## config.mk

```make
export PLATFORM = sky130hd
export DESIGN_NAME = fifo_buffer_param
export DESIGN_NICKNAME = d
export VERILOG_FILES = /design/src/rtl/fifo_buffer_param.sv
export SDC_FILE = /design/constraint.sdc
export NUM_CORES = 1
export LEC_CHECK = 0
export ABC_AREA = 1
export CAP_MARGIN = 0
export CELL_PAD_IN_SITES_DETAIL_PLACEMENT = 0
export CELL_PAD_IN_SITES_GLOBAL_PLACEMENT = 1
export CORE_UTILIZATION = 43
export CTS_BUF_LIST = sky130_fd_sc_hd__clkbuf_16
export DETAILED_ROUTE_END_ITERATION = 8
export GPL_TIMING_DRIVEN = 0
export PLACE_DENSITY_LB_ADDON = 0.1
export SYNTH_ARGS = -nofsm -noshare
export SYNTH_HDL_FRONTEND = slang
export SYNTH_SLANG_ARGS = --single-unit
```

## constraint.sdc

```tcl
create_clock -name clk -period 3.05 [get_ports clk]
set_clock_uncertainty 0.2 [all_clocks]
set_input_delay 0.7625 -clock clk [delete_from_list [all_inputs] [get_ports clk]]
set_output_delay 0.7625 -clock clk [all_outputs]
set_load 0.02 [all_outputs]
```

## src/rtl/fifo_buffer_param.sv

```systemverilog
// Parametrised synchronous FIFO on a circular memory with first-word fall-through,
// occupancy count, programmable level flags, synchronous flush and sticky error flags.
module fifo_buffer_param #(
    parameter int WIDTH    = 4,
    parameter int DEPTH    = 4,
    parameter int AF_LEVEL = DEPTH - 1,
    parameter int AE_LEVEL = 1
) (
    input  logic                       clk,
    input  logic                       rst,
    input  logic                       flush,
    input  logic [WIDTH-1:0]           x,
    input  logic                       insert,
    input  logic                       delete,
    output logic [WIDTH-1:0]           y,
    output logic                       input_ready,
    output logic                       output_ready,
    output logic [$clog2(DEPTH+1)-1:0] count,
    output logic                       almost_full,
    output logic                       almost_empty,
    output logic                       overflow,
    output logic                       underflow
);
    localparam int CW = $clog2(DEPTH + 1);
    localparam int PW = $clog2(DEPTH);
    localparam logic [PW-1:0] LAST_PTR = PW'(DEPTH - 1);
    localparam logic [CW-1:0] FULL_CNT = CW'(DEPTH);

    logic [WIDTH-1:0] mem [DEPTH];
    logic [PW-1:0]    wr_ptr_reg;
    logic [PW-1:0]    rd_ptr_reg;
    logic [CW-1:0]    count_reg;
    logic             overflow_reg;
    logic             underflow_reg;
    logic             rd_en;
    logic             wr_en;

    assign input_ready  = (count_reg < FULL_CNT);
    assign output_ready = (count_reg != '0);

    // A full FIFO still takes a write when a pop frees a slot on the same edge.
    assign rd_en = delete & output_ready & ~flush;
    assign wr_en = insert & (input_ready | rd_en) & ~flush;

    assign y            = mem[rd_ptr_reg];
    assign count        = count_reg;
    assign almost_full  = (32'(count_reg) >= AF_LEVEL);
    assign almost_empty = (32'(count_reg) <= AE_LEVEL);
    assign overflow     = overflow_reg;
    assign underflow    = underflow_reg;

    // Storage is never reset; a write on the edge that sees rst is suppressed.
    always_ff @(posedge clk) begin
        if (wr_en && !rst) begin
            mem[wr_ptr_reg] <= x;
        end
    end

    always_ff @(posedge clk or posedge rst) begin
        if (rst) begin
            wr_ptr_reg    <= '0;
            rd_ptr_reg    <= '0;
            count_reg     <= '0;
            overflow_reg  <= 1'b0;
            underflow_reg <= 1'b0;
        end else if (flush) begin
            wr_ptr_reg    <= '0;
            rd_ptr_reg    <= '0;
            count_reg     <= '0;
            overflow_reg  <= 1'b0;
            underflow_reg <= 1'b0;
        end else begin
            if (wr_en) begin
                wr_ptr_reg <= (wr_ptr_reg == LAST_PTR) ? '0 : wr_ptr_reg + 1'b1;
            end
            if (rd_en) begin
                rd_ptr_reg <= (rd_ptr_reg == LAST_PTR) ? '0 : rd_ptr_reg + 1'b1;
            end
            if (wr_en && !rd_en) begin
                count_reg <= count_reg + 1'b1;
            end else if (rd_en && !wr_en) begin
                count_reg <= count_reg - 1'b1;
            end
            if (insert && !wr_en) begin
                overflow_reg <= 1'b1;
            end
            if (delete && !output_ready) begin
                underflow_reg <= 1'b1;
            end
        end
    end
endmodule

```

# ---- Word-level counts from Yosys, hierarchy flattened
# Memories as Yosys holds them, arrays and structs flattened.
# Index checks and enable logic that the tools add are counted.
dict set report totals {
  regBits 9
  ramBits 16
  input_bits 9
  output_inout_bits 13
  n_memories 1
}
dict set report op_classes {
  addsub 4
  n_lt_le_gt_ge 3
  eq_ne 2
  n_mux 15
  bitwise 6
  reduce_logical 15
}
# name depth word_bits rd rd_clocked_by_memory_dff write_ports line
set memory_table {}
lappend memory_table {mem 4 4 1 0 1 29} ;# logic [WIDTH-1:0] mem [DEPTH];
# cell n
set ops {}
lappend ops {{2-bit 2-to-1 mux} 6}
lappend ops {{3-bit 2-to-1 mux} 3}
lappend ops {{2-bit nonzero test} 4}
lappend ops {{1-bit 2-to-1 mux} 6}
lappend ops {{3-bit nonzero test} 2}
lappend ops {{1-bit logical AND} 5}
lappend ops {{2-bit by 1-bit adder with 2-bit output (second input constant)} 2}
lappend ops {{1-bit AND} 4}
lappend ops {{2-bit equality test (second input constant)} 2}
lappend ops {{1-bit logical NOT} 4}
lappend ops {{3-bit by 1-bit adder with 3-bit output (second input constant)} 1}
lappend ops {{3-bit by 2-bit >= comparator with 1-bit output (second input constant)} 1}
lappend ops {{3-bit by 1-bit <= comparator with 1-bit output (second input constant)} 1}
lappend ops {{3-bit < comparator (second input constant)} 1}
lappend ops {{3-bit by 1-bit subtractor with 3-bit output (second input constant)} 1}
lappend ops {{1-bit inverter} 1}
lappend ops {{1-bit OR} 1}

# ---- Longest topological paths before layout
# Gate-level depths: netlist of the first run.
dict set report logic_depth {
  depth_word 11
  mapped_depth 9
  mapped_depth_nobuf 9
}

# ---- Worst setup path before layout of the first run
# Ideal clock, no wire load.
dict set report synth_path {
  kind {reg2out}
  from {reg count_reg[2], in the netlist count[2]}
  to {out almost_full}
  arrival_time_ps 1222
  t_required_ps 2088
  slack_ps 866
  path_stages_with_launch 5
  n_path_buf 0
  cell_sequence {dfrtp_1 inv_2 ha_1 nor2_1 o21ai_0}
}
dict set report synth_between {
  elab_chain_len 1
}
# element line
set synth_lines {}
lappend synth_lines {{from (decl)} 32} ;# logic [CW-1:0] count_reg;
lappend synth_lines {{from (signal assigned)} 80} ;# count_reg <= count_reg + 1'b1;
lappend synth_lines {{from (signal assigned)} 82} ;# count_reg <= count_reg - 1'b1;
lappend synth_lines {{3-bit by 2-bit >= comparator with 1-bit output} 47} ;# assign almost_full = (32'(count_reg) >= AF_LEVEL);
lappend synth_lines {{to (decl)} 19} ;# output logic almost_full,
# Every way passes these cells.

# ---- Final worst setup path of the first run
# Ends and elaborated chain as after synthesis.

==> results of run 1 <==
## Yosys cell counts
cell / n / area share
nand3_2: 2 / 0.016
dfrtp_1: 9 / 0.18
inv_1: 17 / 0.051
nor2_1: 15 / 0.045
nand4_1: 4 / 0.020
o21a_1: 1 / 0.0061
o31ai_1: 1 / 0.0061
o21ai_1: 1 / 0.0040
a21oi_1: 3 / 0.012
nand3_1: 8 / 0.032
nand2_2: 2 / 0.010
buf_2: 1 / 0.0040
inv_2: 1 / 0.0030
nor2_4: 1 / 0.0091
nand2_1: 10 / 0.030
clkbuf_1: 1 / 0.0030
o21ai_0: 12 / 0.048
ha_1: 10 / 0.10
o22ai_1: 4 / 0.020
nand2_4: 1 / 0.0091
edfxtp_1: 16 / 0.39
## path summary, 6_finish.rpt
check	start	end	slack (ns)	cells after the start
worst max-delay path	count[2]	almost_full	0.26	5
min in group asynchronous	rst	count[2]	0.59	2
worst max register to register	count[0]	mem[0][0]	0.75	9
max in group asynchronous	rst	rd_ptr_reg[1]	1.79	2
worst min-delay path	overflow	overflow	0.30	1
worst min register to register	overflow	overflow	0.30	1
## area by class of cell
type | count | area (µm²)
Tap cell | 31 | 38.8
Timing Repair Buffer | 21 | 210
Buffer | 2 | 10.0
Sequential cell | 25 | 706
Clock inverter | 1 | 7.51
Clock buffer | 3 | 75.1
Multi-Input combinational cell | 75 | 459
Inverter | 18 | 67.6
Fill cell | 253 | 1160
## routing by layer
metal  global-route usage  vias to the layer above
met5                    0                        -
met4               0.0643                        0
met3               0.0326                        2
met2                0.287                       19
met1                0.220                      432
li1                     -                      462
## metrics by stage
| step | util | std cells | setup WS (ns) | hold slack, ns | power, mW |
|---|---|---|---|---|---|
| 2_1_floorplan | - | 120 | 0.866 | 0.326 | 0.764 |
| 3_3_place_gp | 0.545 | 172 | 0.208 | 0.277 | 0.976 |
| 3_5_place_dp | 0.545 | 172 | 0.184 | 0.285 | 0.989 |
| 4_1_cts | 0.575 | 176 | 0.126 | 0.307 | 1.28 |
| 5_1_grt | 0.576 | 176 | 0.112 | 0.343 | 1.36 |
| 6_report | 0.576 | 176 | 0.264 | 0.303 | 1.27 |
## power groups by stage
stage / sequential [mW] / clock (mW) / combinational (mW)
after floorplan: 0.471 / 0 / 0.293
after global placement: 0.453 / 0 / 0.523
after detailed placement: 0.454 / 0 / 0.535
after CTS: 0.448 / 0.295 / 0.537
after global routing: 0.454 / 0.312 / 0.592
final: 0.448 / 0.289 / 0.531
## logic make-up (layout without fill, tap and decap cells)
family	Yosys count	in the layout	synth area share
buffers and inverters	20	45	0.0615
AO/OA/AOI/OAI	22	22	0.0968
AND/OR/NAND/NOR	43	43	0.172
adder cells (fa/ha/maj)	10	10	0.101
flip-flops	25	25	0.569
## worst register-to-register path, delay by kind of cell, from the launching register on
family        cells  cell delay [ns]
simple gates      7             0.94
flops             1             0.42
fa+ha+maj         1             0.26
buf+inv           1             0.13
## timing repair
action,in CTS,in global routing
gates resized for setup,0,2
endpoints found under the setup margin,0,1
endpoints found under the hold margin,0,0
## layout by cell type (no fill, tap or decap), types with 2 or more instances in the layout
cell	n
nor2_1	15
nand4_1	4
edfxtp_1	16
clkdlybuf4s50_1	21
nand2_1	10
nand2_2	2
inv_1	17
o22ai_1	4
dfrtp_1	9
ha_1	10
nand3_2	2
nand3_1	8
a21oi_1	3
o21ai_0	12
clkbuf_16	3
==> key figures, run 1 <==
Synthesis
  – Netlist cell types: 21
  – Synthesis Warnings: 0
  – Seq/Total Area, Yosys: 0.569
  – Post-Syn Area: 1240 µm²
  – #FFs+latches synth: 25
  – Avg Synthesized Cell Area: 10.3 µm²
  – Syn Inst Count: 120
  – Syn nets: 139

Power
  – Cell leakage power: 0.668 nW
  – Net Switching: 0.458 mW
  – Worst VDD drop: 0.505 mV
  – Int Power: 0.810 mW
  – Logic pwr share: 0.419
  – Seq pwr share: 0.353
  – Sw frac: 0.361
  – Power density cells: 805 nW/µm²
  – Part of the power in the clock network: 0.228

Global routing
  – Global-route wire length before repair: 4130 µm
  – Largest net degree at the start of global routing: 16
  – Number of global-route vias before repair: 914
  – Gr usage total: 0.171
  – Initial antenna violation count: 0
  – Global route total overflow: 0

Floorplanning
  – Die H: 55.7 µm
  – Die area: 3110 µm²
  – Die width: 55.7 µm
  – IO Pins: 22
  – Core box area: 2730 µm²
  – FP Rows: 19
  – Initial core utilization: 0.454

Clocking
  – CTS Root Cell: clkbuf_16
  – CTS buffer count: 3
  – Post-CTS Setup Inserts: 0
  – Sink Count: 25
  – CTS max path bufs: 2
  – CTS H-tree depth: 1
  – Worst-Skew Late Latency: 0.25 ns
  – TritonCTS clock tree: yes
  – Reg clk slew, reported paths: 0.06 ns
  – CTS Hold Bufs: 0

Setup path
  – Worst path bufs/invs: 2
  – CP peak stage delay: 0.54 ns
  – Crit-path leading delay family: buffers and inverters
  – Critical Path Sink Type: output pin
  – Critical Path RT: 2.09 ns
  – WP data arrival: 1.82 ns
  – CP max FO: 8
  – Slowest cell on crit path: clkdlybuf4s50_1
  – CP cell instances: inv_2 > ha_1 > nor2_1 > o21ai_0 > clkdlybuf4s50_1
  – CP Class: reg -> out
  – Startpoint Class: register

STA
  – Minimum clock period: 2.79 ns
  – Fin crit share: 0.914
  – Worst Tran Pin Value: 0.442 ns
  – Fin Setup TNS: 0 ns
  – Final hold vios: 0
  – Slew margin rel.: 0.704
  – Max Clk Rate: 359 MHz
  – Final Max Tran Viols: 0
  – RSZ-0062 raised after global routing: false
  – Final setup fails: 0

Routing
  – Met3 routed WL: 83 µm
  – WL met1: 1070 µm
  – First-pass DRT Iterations: 4
  – DR DRC count: 0
  – Vias: 915
  – Post-DRT Antenna Nets: 0
  – Vias per Instance: 5.20
  – Wirelength per Cell: 13.1 µm
  – Iteration-0 DRC Markers: 17
  – Met2 wire length: 1140 µm
  – Uppermost layer routed: met4
  – Final WL: 2300 µm

Cells and area
  – Final Cell Area: 1570 µm²
  – Nets: 165
  – Max reg flops: 16
  – ANT cells: 0
  – Syn-to-layout area delta: 26.8%
  – Share of cells above drive strength 1: 0.0897

Place
  – Placer congestion estimate: 0.712
  – Final HPWL DP: 1760 µm
  – DP Area: 1490 µm²
  – I/O Buffers: 21

Worst hold path
  – Worst hold path type: reg -> reg

Run
  – Max Cap Viol: 0

Run status
  – Outcome: finished clean
Power figures use the tool's default switching activity.
==> run 2: changes to the inputs <==
- CORE_UTILIZATION: 43 -> 36
- clock period: 3.05 -> 2.3 ns (I/O delays scaled with it)
==> key figures, run 2 (synthesis gave the netlist of run 1 again) <==
Routing
  – Wirelength per Cell: 12.9 µm (-1.1%)
  – Final WL: 2450 µm (+6.2%)
  – Vias: 915 (unchanged)
  – Post-DRT Antenna Nets: 0 (unchanged)
  – First-pass DRT Iterations: 4 (unchanged)
  – Vias per Instance: 4.84 (-6.9%)
  – Iteration-0 DRC Markers: 66 (+49)
  – DR DRC count: 0 (unchanged)

Setup path
  – CP peak stage delay: 0.45 ns (-0.09 ns)
  – WP data arrival: 1.43 ns (-0.39 ns)
  – Startpoint Class: register
  – Critical Path RT: 1.52 ns (-0.57 ns)
  – CP max FO: 5 (-3)
  – R2R Setup Slk: 0.23 ns (-0.52 ns)
  – Critical Path Sink Type: output pin
  – CP cell instances: inv_2 > ha_1 > nand2_4 > dlygate4sd2_1
  – CP Class: reg -> out
  – Slowest cell on crit path: dfrtp_2

Run status
  – Outcome: finished clean

STA
  – Setup WS post-layout: 0.0912 ns (-0.172 ns)
  – Final setup fails: 0 (unchanged)
  – Fin Setup TNS: 0 ns (unchanged)
  – Worst Hold Slack: 0.297 ns (-0.00598 ns)
  – Fin crit share: 0.960
  – Slew margin rel.: 0.703 (-0.00113)
  – Max Clk Rate: 453 MHz
  – Worst Tran Pin Value: 0.445 ns (+0.00284 ns)
  – RSZ-0062 raised after global routing: false
  – Minimum clock period: 2.21 ns
  – Final Max Tran Viols: 0 (unchanged)
  – Final hold vios: 0 (unchanged)

Cells and area
  – Fillcell total: 312 (+23%)
  – Most common cell after layout, fill and taps aside: edfxtp_1
  – Share of cells above drive strength 1: 0.179 (+0.0897)
  – Fin util: 0.510 (-0.0662)
  – Syn-to-layout area delta: 29.4%
  – Total area of sequential cells: 708 µm² (+0.35%)
  – ANT cells: 0 (unchanged)
  – Nets: 165 (unchanged)
  – Area occupied by multi-input gates: 494 µm² (+7.6%)
  – Commonest cells after routing, fill and taps aside: 16 x edfxtp_1, 15 x inv_1, 12 x o21ai_0, 12 x clkdlybuf4s50_1, 11 x nor2_1
  – Max reg flops: 16 (unchanged)

Power
  – Cell leakage power: 0.688 nW (+2.9%)
  – Worst VDD drop: 0.495 mV (-2.1%)
  – Part of the power in the clock network: 0.236 (+0.008)
  – Net Switching: 0.632 mW (+38%)
  – Logic pwr share: 0.400 (-0.019)
  – Seq pwr share: 0.364 (+0.011)
  – Int Power: 1.02 mW (+27%)
  – Sw frac: 0.382 (+0.0205)
  – Power density cells: 1030 nW/µm² (+28%)

Clocking
  – TritonCTS clock tree: yes
  – CTS H-tree depth: 1 (unchanged)
  – CTS buffer count: 3 (unchanged)
  – CTS max path bufs: 2 (unchanged)
  – Sink Count: 25 (unchanged)
  – CTS Hold Bufs: 0 (unchanged)
  – Reg clk slew, reported paths: 0.06 ns (about the same)
  – Worst-Skew Late Latency: 0.26 ns (about the same)
  – CTS Root Cell: clkbuf_16

Floorplanning
  – Initial core utilization: 0.394 (-0.0604)
  – Die area: 3690 µm² (+19%)
  – Die width: 60.7 µm (+9.0%)
  – FP Rows: 20 (+1)
  – Core box area: 3150 µm² (+15%)
  – Die H: 60.7 µm (+9.0%)
  – IO Pins: 22 (unchanged)

Place
  – I/O Buffers: 21 (unchanged)
  – Final HPWL DP: 1780 µm (+0.96%)
  – DP Worst Slack: -0.417 ns (-0.602 ns)
  – Placer congestion estimate: 0.719 (+0.96%)

Global routing
  – Global route total overflow: 0 (unchanged)
  – Gr usage total: 0.150 (-0.0210)
  – Initial antenna violation count: 0 (unchanged)
  – Largest net degree at the start of global routing: 16 (unchanged)
  – Global-route wire length before repair: 4000 µm (-3.3%)
  – Number of global-route vias before repair: 871 (-4.7%)

Run
  – Max Cap Viol: 0 (unchanged)

Worst hold path
  – Worst hold path type: reg -> reg
## run 2: layer usage
| layer | global-route usage | vias up | share of wire |
|---|---|---|---|
| met5 | 0 | - | 0 |
| met4 | 0.0487 | 0 | 0.0086 |
| met3 | 0.0192 | 2 | 0.031 |
| met2 | 0.251 | 16 | 0.48 |
| met1 | 0.203 | 439 | 0.48 |
| li1 | - | 458 | - |
## run 2: through the flow
stage	instance area, µm²	cells	power (mW)
detailed placement	1510	185	1.31
global route	1610	189	1.76
finish	1610	189	1.66
floorplan	1240	120	1.01
CTS	1600	189	1.67
global placement	1510	185	1.30
## run 2: repair_timing
| item | 4_1_cts | 5_1_grt |
|---|---|---|
| pin swaps | 0 | 1 |
| setup endpoints to repair | 24 | 24 |
| gates resized for setup | 17 | 20 |
| setup buffers | 0 | 0 |
## run 2: worst max-delay path, delay by kind of cell, from the launching register on
family	cells	cell delay, ns
and+or+nand+nor	1	0.07
DFF	1	0.45
adders and majority gates	1	0.22
buffers and inverters	2	0.43
## run 2: final timing paths
path | from | end | depth (start not counted)
setup / recovery | count[0] | output_ready | 4
hold / removal | overflow | overflow | 1
setup reg to reg | count[0] | mem[1][2] | 9
hold reg to reg | overflow | overflow | 1
max in group asynchronous | rst | count[0] | 2
min in group asynchronous | rst | underflow | 2
## run 2: cell type report
cell class | instances | share of cell area
timing repair buffer | 21 | 0.118
multi-input combinational | 75 | 0.308
inverter | 18 | 0.0421
sequential | 25 | 0.441
clock inverter | 1 | 0.00467
clock buffer | 3 | 0.0467
tap | 44 | 0.0343
buffer | 2 | 0.00623
## run 2: power by group through the flow
stage / sequential (mW) / clock (mW) / combinational (mW)
finish: 0.603 / 0.391 / 0.663
global route: 0.616 / 0.413 / 0.731
CTS: 0.601 / 0.395 / 0.675
detailed placement: 0.606 / 0 / 0.704
global placement: 0.604 / 0 / 0.698
floorplan: 0.624 / 0 / 0.389
